[src/rtl/gpio_pkg.sv]
// gpio_pkg: shared GPIO sizing defaults and interrupt edge-mode encoding
package gpio_pkg;
  localparam int GPIO_WIDTH = 16;
  localparam int GPIO_DB_W = 8;
  localparam int GPIO_SYNC_STAGES = 2;
  typedef enum logic [1:0] {
    EDGE_NONE = 2'b00,
    EDGE_RISE = 2'b01,
    EDGE_FALL = 2'b10,
    EDGE_BOTH = 2'b11
  } edge_mode_e;
  function automatic logic edge_hit(input edge_mode_e mode, input logic rise, input logic fall);
    return (mode[0] & rise) | (mode[1] & fall);
  endfunction
endpackage

[src/rtl/gpio_in_filter.sv]
// gpio_in_filter: per-pin synchroniser, debounce filter and edge event generation
module gpio_in_filter
  import gpio_pkg::*;
#(
  parameter int DB_W = GPIO_DB_W,
  parameter int SYNC_STAGES = GPIO_SYNC_STAGES
) (
  input  logic            clk,
  input  logic            rst,
  input  logic            din,
  input  logic            db_en,
  input  logic [DB_W-1:0] db_len,
  output logic            level,
  output logic            rise,
  output logic            fall
);
  logic [SYNC_STAGES-1:0] sy;
  logic [DB_W-1:0] cnt;
  logic sync;
  logic upd;
  assign sync = sy[SYNC_STAGES-1];
  always_comb begin
    upd = (sync != level) && (!db_en || cnt >= db_len);
    rise = upd & sync;
    fall = upd & ~sync;
  end
  always_ff @(posedge clk) begin
    if (rst) begin
      sy <= '0;
      cnt <= '0;
      level <= 1'b0;
    end else begin
      sy <= {sy[SYNC_STAGES-2:0], din};
      level <= upd ? sync : level;
      cnt <= (upd || !db_en || sync == level) ? '0 : (&cnt ? cnt : cnt + 1'b1);
    end
  end
endmodule

[src/rtl/gpio_in_cond.sv]
// gpio_in_cond: GPIO input conditioning with edge-triggered interrupt pending bits
module gpio_in_cond
  import gpio_pkg::*;
#(
  parameter int WIDTH = GPIO_WIDTH,
  parameter int DB_W = GPIO_DB_W,
  parameter int SYNC_STAGES = GPIO_SYNC_STAGES
) (
  input  logic             clk,
  input  logic             rst,
  input  logic [WIDTH-1:0] gpio_in,
  input  logic [WIDTH-1:0] r_db_en,
  input  logic [DB_W-1:0]  r_db_len,
  input  logic [WIDTH-1:0] r_int_en,
  input  logic [WIDTH-1:0] r_int_rise,
  input  logic [WIDTH-1:0] r_int_fall,
  input  logic [WIDTH-1:0] int_clr,
  output logic [WIDTH-1:0] gpio_val,
  output logic [WIDTH-1:0] int_pend,
  output logic             irq
);
  logic [WIDTH-1:0] rise;
  logic [WIDTH-1:0] fall;
  logic [WIDTH-1:0] set;
  for (genvar i = 0; i < WIDTH; i++) begin : g_pin
    gpio_in_filter #(
      .DB_W(DB_W),
      .SYNC_STAGES(SYNC_STAGES)
    ) u_filter (
      .clk(clk),
      .rst(rst),
      .din(gpio_in[i]),
      .db_en(r_db_en[i]),
      .db_len(r_db_len),
      .level(gpio_val[i]),
      .rise(rise[i]),
      .fall(fall[i])
    );
    assign set[i] = r_int_en[i] & edge_hit(edge_mode_e'({r_int_fall[i], r_int_rise[i]}), rise[i], fall[i]);
  end
  always_ff @(posedge clk) begin
    int_pend <= rst ? '0 : set | (int_pend & ~int_clr);
  end
  assign irq = |int_pend;
endmodule

[config.mk]
export PLATFORM = sky130hd
export DESIGN_NAME = gpio_in_cond
export DESIGN_NICKNAME = d
export VERILOG_FILES = /design/src/rtl/gpio_pkg.sv /design/src/rtl/gpio_in_filter.sv /design/src/rtl/gpio_in_cond.sv
export SDC_FILE = /design/constraint.sdc
export NUM_CORES = 1
export LEC_CHECK = 0
export BUFFER_PORTS_ARGS = -buffer_cell sky130_fd_sc_hd__buf_2
export CAP_MARGIN = 10
export CELL_PAD_IN_SITES_DETAIL_PLACEMENT = 1
export CELL_PAD_IN_SITES_GLOBAL_PLACEMENT = 2
export CORE_MARGIN = 2
export CORE_UTILIZATION = 38
export CTS_CLUSTER_SIZE = 40
export DETAILED_ROUTE_END_ITERATION = 8
export PLACE_DENSITY_LB_ADDON = 0.25
export REMOVE_ABC_BUFFERS = 1
export SLEW_MARGIN = 10
export SYNTH_ARGS = -nofsm -noshare
export SYNTH_HDL_FRONTEND = slang
export SYNTH_HIERARCHICAL = 1
export SYNTH_SLANG_ARGS = --single-unit
[constraint.sdc]
create_clock -name clk -period 2.4 [get_ports clk]
set_clock_uncertainty 0.2 [all_clocks]
set_input_delay 0.36 -clock clk [delete_from_list [all_inputs] [get_ports clk]]
set_output_delay 0.36 -clock clk [all_outputs]
set_load 0.005 [all_outputs]
Word-level counts from Yosys, hierarchy flattened
Cells that the tools add are included.
{ "word_totals": {"wordCells": 341, "reg_bits": 192, "input_bits": 106} }
{ "classes": {"magnitude_cmp": 16, "n_reduce_logical": 113, "add_sub_neg": 16, "eq_ne": 32, "bitwise": 115} }
{ "ops": {"columns": ["op", "n"], "rows": [
  ["adder 8 x 1 -> 8 bit, second input constant", 16],
  [">= comparator 8 bit", 16],
  ["AND reduction 8 bit", 16],
  ["bitwise AND 1 bit", 80],
  ["logical OR 1 bit", 48],
  ["OR reduction 2 bit", 16],
  ["bitwise AND 16 bit", 1],
  ["== test 1 bit", 16],
  ["logical AND 1 bit", 16],
  ["logical NOT 1 bit", 16],
  ["!= test 1 bit", 16],
  ["inverter 1 bit", 16],
  ["inverter 16 bit", 1],
  ["OR 1 bit", 16],
  ["OR 16 bit", 1],
  ["OR reduction 16 bit", 1]
]} }

Longest topological paths before layout
{ "depth": {"ltp_word": 8, "ltp_mapped": 8, "depth_no_buf": 8} }

Hierarchy
Netlist, hierarchy kept.
{ "by_module_without_submodules": {"columns": ["module", "seq_area_each_um2", "n_inst", "cells_per_inst", "area_each_um2"], "rows": [
  ["gpio_in_filter", 220.2, 16, 82, 768.2],
  ["gpio_in_cond", 320.3, 1, 88, 893.4]
]} }

Worst setup path before layout
No wires, ideal clock.
{ "synth_path": {"kind": "register to register", "from": "reg g_pin[0].u_filter.cnt[0]", "to": "reg int_pend[0]", "period_less_slack_ns": 2.088, "n_path_buf": 0, "t_required_ns": 2.071, "setup_slack_ns": 0.312, "arrival_time_ns": 1.758, "stages_incl_launch_ff": 9, "path_cell_list": "dfxtp_1 -> inv_1 -> ha_1 -> nand2b_4 -> a2111oi_4 -> o31a_2 -> nor2_1 -> a22oi_1 -> o32ai_2"} }
{ "synth_between": {"elab_chain_len": 8, "word_cells_on_any_way": 10, "cone_classes": "order compare (1); bitwise (7); reduce/logical (2)"} }
{ "synth_rtl": {"columns": ["element", "line", "text"], "rows": [
  ["start: declaration", "gpio_in_filter.sv:18", "logic [DB_W-1:0] cnt;"],
  ["start signal: assignment", "gpio_in_filter.sv:35", "cnt <= (upd || !db_en || sync == level) ? '0 : (&cnt ? cnt : cnt + 1'b1);"],
  [">= comparator 8 bit", "gpio_in_filter.sv:23", "upd = (sync != level) && (!db_en || cnt >= db_len);"],
  ["logical OR 1 bit", "gpio_in_filter.sv:23", null],
  ["logical AND 1 bit", "gpio_in_filter.sv:23", null],
  ["bitwise AND 1 bit", "gpio_in_filter.sv:24", "rise = upd & sync;"],
  ["net rise[0]", "gpio_in_cond.sv:22", "logic [WIDTH-1:0] rise;"],
  ["bitwise AND 1 bit", "gpio_pkg.sv:13", "return (mode[0] & rise) | (mode[1] & fall);"],
  ["OR 1 bit", "gpio_pkg.sv:13", null],
  ["bitwise AND 1 bit", "gpio_in_cond.sv:39", "assign set[i] = r_int_en[i] & edge_hit(edge_mode_e'({r_int_fall[i], r_int_rise[i]}), rise[i], fall[i]);"],
  ["OR 16 bit", "gpio_in_cond.sv:42", "int_pend <= rst ? '0 : set | (int_pend & ~int_clr);"],
  ["end signal: assignment", "gpio_in_cond.sv:42", null],
  ["end: declaration", "gpio_in_cond.sv:19", "output logic [WIDTH-1:0] int_pend,"]
]} }
The timed path passes the listed nets, and every way through them passes these cells.
A chain may end at the register's enable or synchronous reset.

Final worst setup path
{ "layout_path": {"from": "reg g_pin[3].u_filter.cnt[0]", "to": "reg int_pend[3]"} }
{ "layout_between": {"elab_chain_len": 8, "word_cells_on_any_way": 10, "cone_classes": "order compare (1); bitwise (7); reduce/logical (2)"} }
{ "layout_rtl": {"columns": ["element", "line"], "rows": [
  ["start: declaration", "gpio_in_filter.sv:18"],
  ["start signal: assignment", "gpio_in_filter.sv:35"],
  [">= comparator 8 bit", "gpio_in_filter.sv:23"],
  ["logical OR 1 bit", "gpio_in_filter.sv:23"],
  ["logical AND 1 bit", "gpio_in_filter.sv:23"],
  ["bitwise AND 1 bit", "gpio_in_filter.sv:24"],
  ["net rise[3]", "gpio_in_cond.sv:22"],
  ["bitwise AND 1 bit", "gpio_pkg.sv:13"],
  ["OR 1 bit", "gpio_pkg.sv:13"],
  ["bitwise AND 1 bit", "gpio_in_cond.sv:39"],
  ["OR 16 bit", "gpio_in_cond.sv:42"]
]} }
The timed path passes the listed nets, and every way through them passes these cells.

==> summary.md <==
| Metric | Value |
|---|---|
| Largest net degree at the start of global routing | `27` |
| R2R Setup Slk | `0.11 ns` |
| Synthesized flop and latch total | `192` |
| Die Y | `190.3 um` |
| Post-Route WL | `37000 um` |
| Critical path endpoint category | `flop` |
| Synth cell types | `35` |
| Layout Nets | `1973` |
| Detail Route Antenna Nets | `0` |
| XOR/XNOR Fraction of Synth Area | `1.063%` |
| Routed via count | `11110` |
| CTS tree | `done` |
| Worst r2r path cells | `8` |
| Outcome | `finished clean` |
| Routed wire per std cell | `16.90 um` |
| Worst-path fanout max | `4` |
| Worst hold endpoint | `int_pend[8]` |
| Total GRT Usage | `21.23%` |
| Die W | `190.3 um` |
| Simple-Gate Fraction of Synth Area | `27.91%` |
| Area grow syn2layout | `26.40%` |
| Leakage | `7.189 nW` |
| Sink Count | `192` |
| Worst-Skew Late Latency | `0.45 ns` |
| IO Pins | `139` |
| Cell area after synthesis | `0.01319 mm2` |
| Largest buffer count on any clock path | `2` |
| Remaining DRCs | `0` |
| Actual slew at the worst max-slew pin | `0.6116 ns` |
| PortBufs | `138` |
| Clock transition at path regs | `0.07 ns` |
| Share of layout cells above drive strength 1 | `29.34%` |
| First-pass detailed-route iteration total | `4` |
| WHS Path Cells | `3` |
| Final Cycle Share | `95.58%` |
| Worst path arrival time | `2.41 ns` |
| Post-synthesis adder-cell area fraction | `13.66%` |
| Cells after DPL | `2107` |
| Fin cells | `2190` |
| Peak VDD IR | `508.2 uV` |
| Largest family of logic cells by synthesized area | `simple AND/OR/NAND/NOR gates` |
| Total power per unit cell area | `452.8 mW/mm2` |
| Syn avg cell area | `9.418 um2` |
| CTS H-tree lvls | `4` |
| Vias in the first global route | `11740` |
| Min Tclk post-route | `2.294 ns` |
| CP Launch Point | `g_pin[3].u_filter/cnt[0]` |
| Total CTS buffers | `17` |
| Dpl hpwl | `28090 um` |
| Starting Density | `38.36%` |
| Number of cell rows | `68` |
| Core area | `0.03437 mm2` |
| Global-route wire length before repair | `60380 um` |
| Startpoint Class | `flop` |
| Crit Path Category | `flop to flop` |
| Vias per cell | `5.072` |
| N_diodes | `0` |
| Die ar. | `0.03620 mm2` |
| Gpl congestion | `0.7770` |
| Worst Hold Launch | `r_int_rise[8]` |
| Synth Area in Compound Gates | `20.97%` |
| Register area share after synthesis | `29.15%` |
| Fin. Hold Viols | `0` |
| Multiplexer share of the synthesized area | `2.429%` |
| DR iter-0 viols | `327` |
| Worst EP required | `2.52 ns` |
| FMAX | `435.9 MHz` |
| Slew Limit Fails | `0` |
| Synth warnings | `6` |
| Root buf cell | `clkbuf_16` |
| Gr ovfl total | `0` |
| Slew headroom | `59.13%` |
| Hold Crit Class | `input port to flop` |
| Cell count after synthesis | `1400` |
| Worst R2R End | `int_pend[3]` |
| Final setup viols | `0` |
| RSZ-0062 raised after global routing | `no` |
| RR Startpoint | `g_pin[3].u_filter/cnt[0]` |
| Initial antenna violation count | `0` |
| Fin util | `48.49%` |
| Max Cap Viol | `0` |
[Yosys cell counts (all sizes together)]
cell type,count,area share [%]
mux2i,32,2.4
ha,144,14
a22oi,16,0.91
nand2,64,2.1
nor2,208,5.9
buf,3,0.26
a31oi,16,0.76
inv,160,4.6
o21ai,16,0.61
dfxtp,192,29
xnor2,16,1.1
nor3,80,4.3
a21o,16,0.91
nand4,17,1.6
nand2b,112,6.3
nand3,64,2.4
a221oi,16,3.2
o31a,16,1.2
a211oi,32,3.0
o311ai,16,3.2
a21oi,32,1.2
o32ai,16,1.7
a2111oi,16,3.3
o21a,16,0.91
nor3b,16,1.5
nor2b,32,1.5
nor4,4,0.19
and3,32,2.1
[registers in the layout, summed over array words and instances (netlist names)]
| register | cells |
|---|---|
| g_pin.u_filter/level | 16 |
| int_pend | 16 |
| g_pin.u_filter/cnt | 128 |
| g_pin.u_filter/sy | 32 |
[what timing repair did]
item | CTS | global route
gates resized for setup | 1 | 2
hold buffers | 51 | 0
endpoints found under the setup margin | 1 | 5
hold endpoints to repair | 32 | 0
buffers inserted | 0 | 1
pin swaps | 0 | 4
[logic make-up (layout without fill, tap and decap cells)]
logic type | Yosys count | in the layout
AO/OA/AOI/OAI | 224 | 224
XOR/XNOR | 16 | 16
adder cells (fa/ha/maj) | 144 | 144
buffers and inverters | 163 | 498
flip-flops | 192 | 192
multiplexers | 32 | 32
AND/OR/NAND/NOR | 629 | 629
[stage by stage]
stage	TNS (ns)	hold slack [ns]	area [um2]	power, mW	setup WS, ns
after CTS	0	0.001012	16650	7.674	0.03895
after detailed placement	-3.432	0.2286	15490	4.300	-0.2883
after global routing	0	0.01071	16670	7.884	0.004910
after global placement	-1.514	0.2173	15490	4.272	-0.2953
after floorplan	0	0.2138	13150	3.835	0.3124
final	0	0.02047	16670	7.546	0.1060
[report_power, final]
part / total, mW / switching, mW / internal [mW]
clock network: 3.26 / 1.36 / 1.90
registers: 3.25 / 0.0299 / 3.22
logic: 1.03 / 0.492 / 0.540
total: 7.55 / 1.88 / 5.67
[metal layers]
layer | routed length, um | vias to the layer above | part of all wire (%) | track usage (%)
met4 | 489 | 0 | 1.3 | 5.098
li1 | - | 5572 | - | -
met5 | 0 | - | 0 | 0
met3 | 949 | 28 | 2.6 | 3.202
met2 | 18550 | 138 | 50 | 38.78
met1 | 17010 | 5370 | 46 | 26.06
[layout by cell type, fill, tap and decap left out, types with 17 or more instances in the layout]
cell type	count
buf_2	137
mux2i_1	32
ha_1	144
nand3_1	64
inv_1	160
dlygate4sd3_1	51
a21oi_1	32
nor2_1	208
nand2b_1	94
a211oi_2	32
nor3_2	32
nor2b_1	32
clkbuf_16	17
dfxtp_1	191
nand2_1	48
buf_4	103
nor3_1	48
[how the worst max path moves through the flow]
stage	end	slack, ns	cells after the start
after floorplan	int_pend[0]	0.31	8
after global placement	int_pend[3]	-0.30	10
after detailed placement	int_pend[3]	-0.29	10
after CTS	int_pend[0]	0.04	9
after global routing	int_pend[0]	0.005	9
final	int_pend[3]	0.11	8
[layout make-up]
cell class,instances,area [um2]
multi-input cells,1045,8717
repair buffers,307,2290
flip-flops and latches,192,3845
fillers,4012,17710
well taps,455,569.3
clock inverters,10,183.9
inverters,160,600.6
clock buffers,21,460.4
[worst max-delay path, cell delays in order, from the launching register on]
cell and delay, ns:
dfxtp_2 0.35, inv_1 0.09, ha_1 0.28, nand2b_4 0.16, a2111oi_4 0.36, o31a_2 0.23, nor2_1 0.06, a22oi_2 0.29
o32ai_2 0.14
No activity file was read; power rests on OpenSTA's default activity.
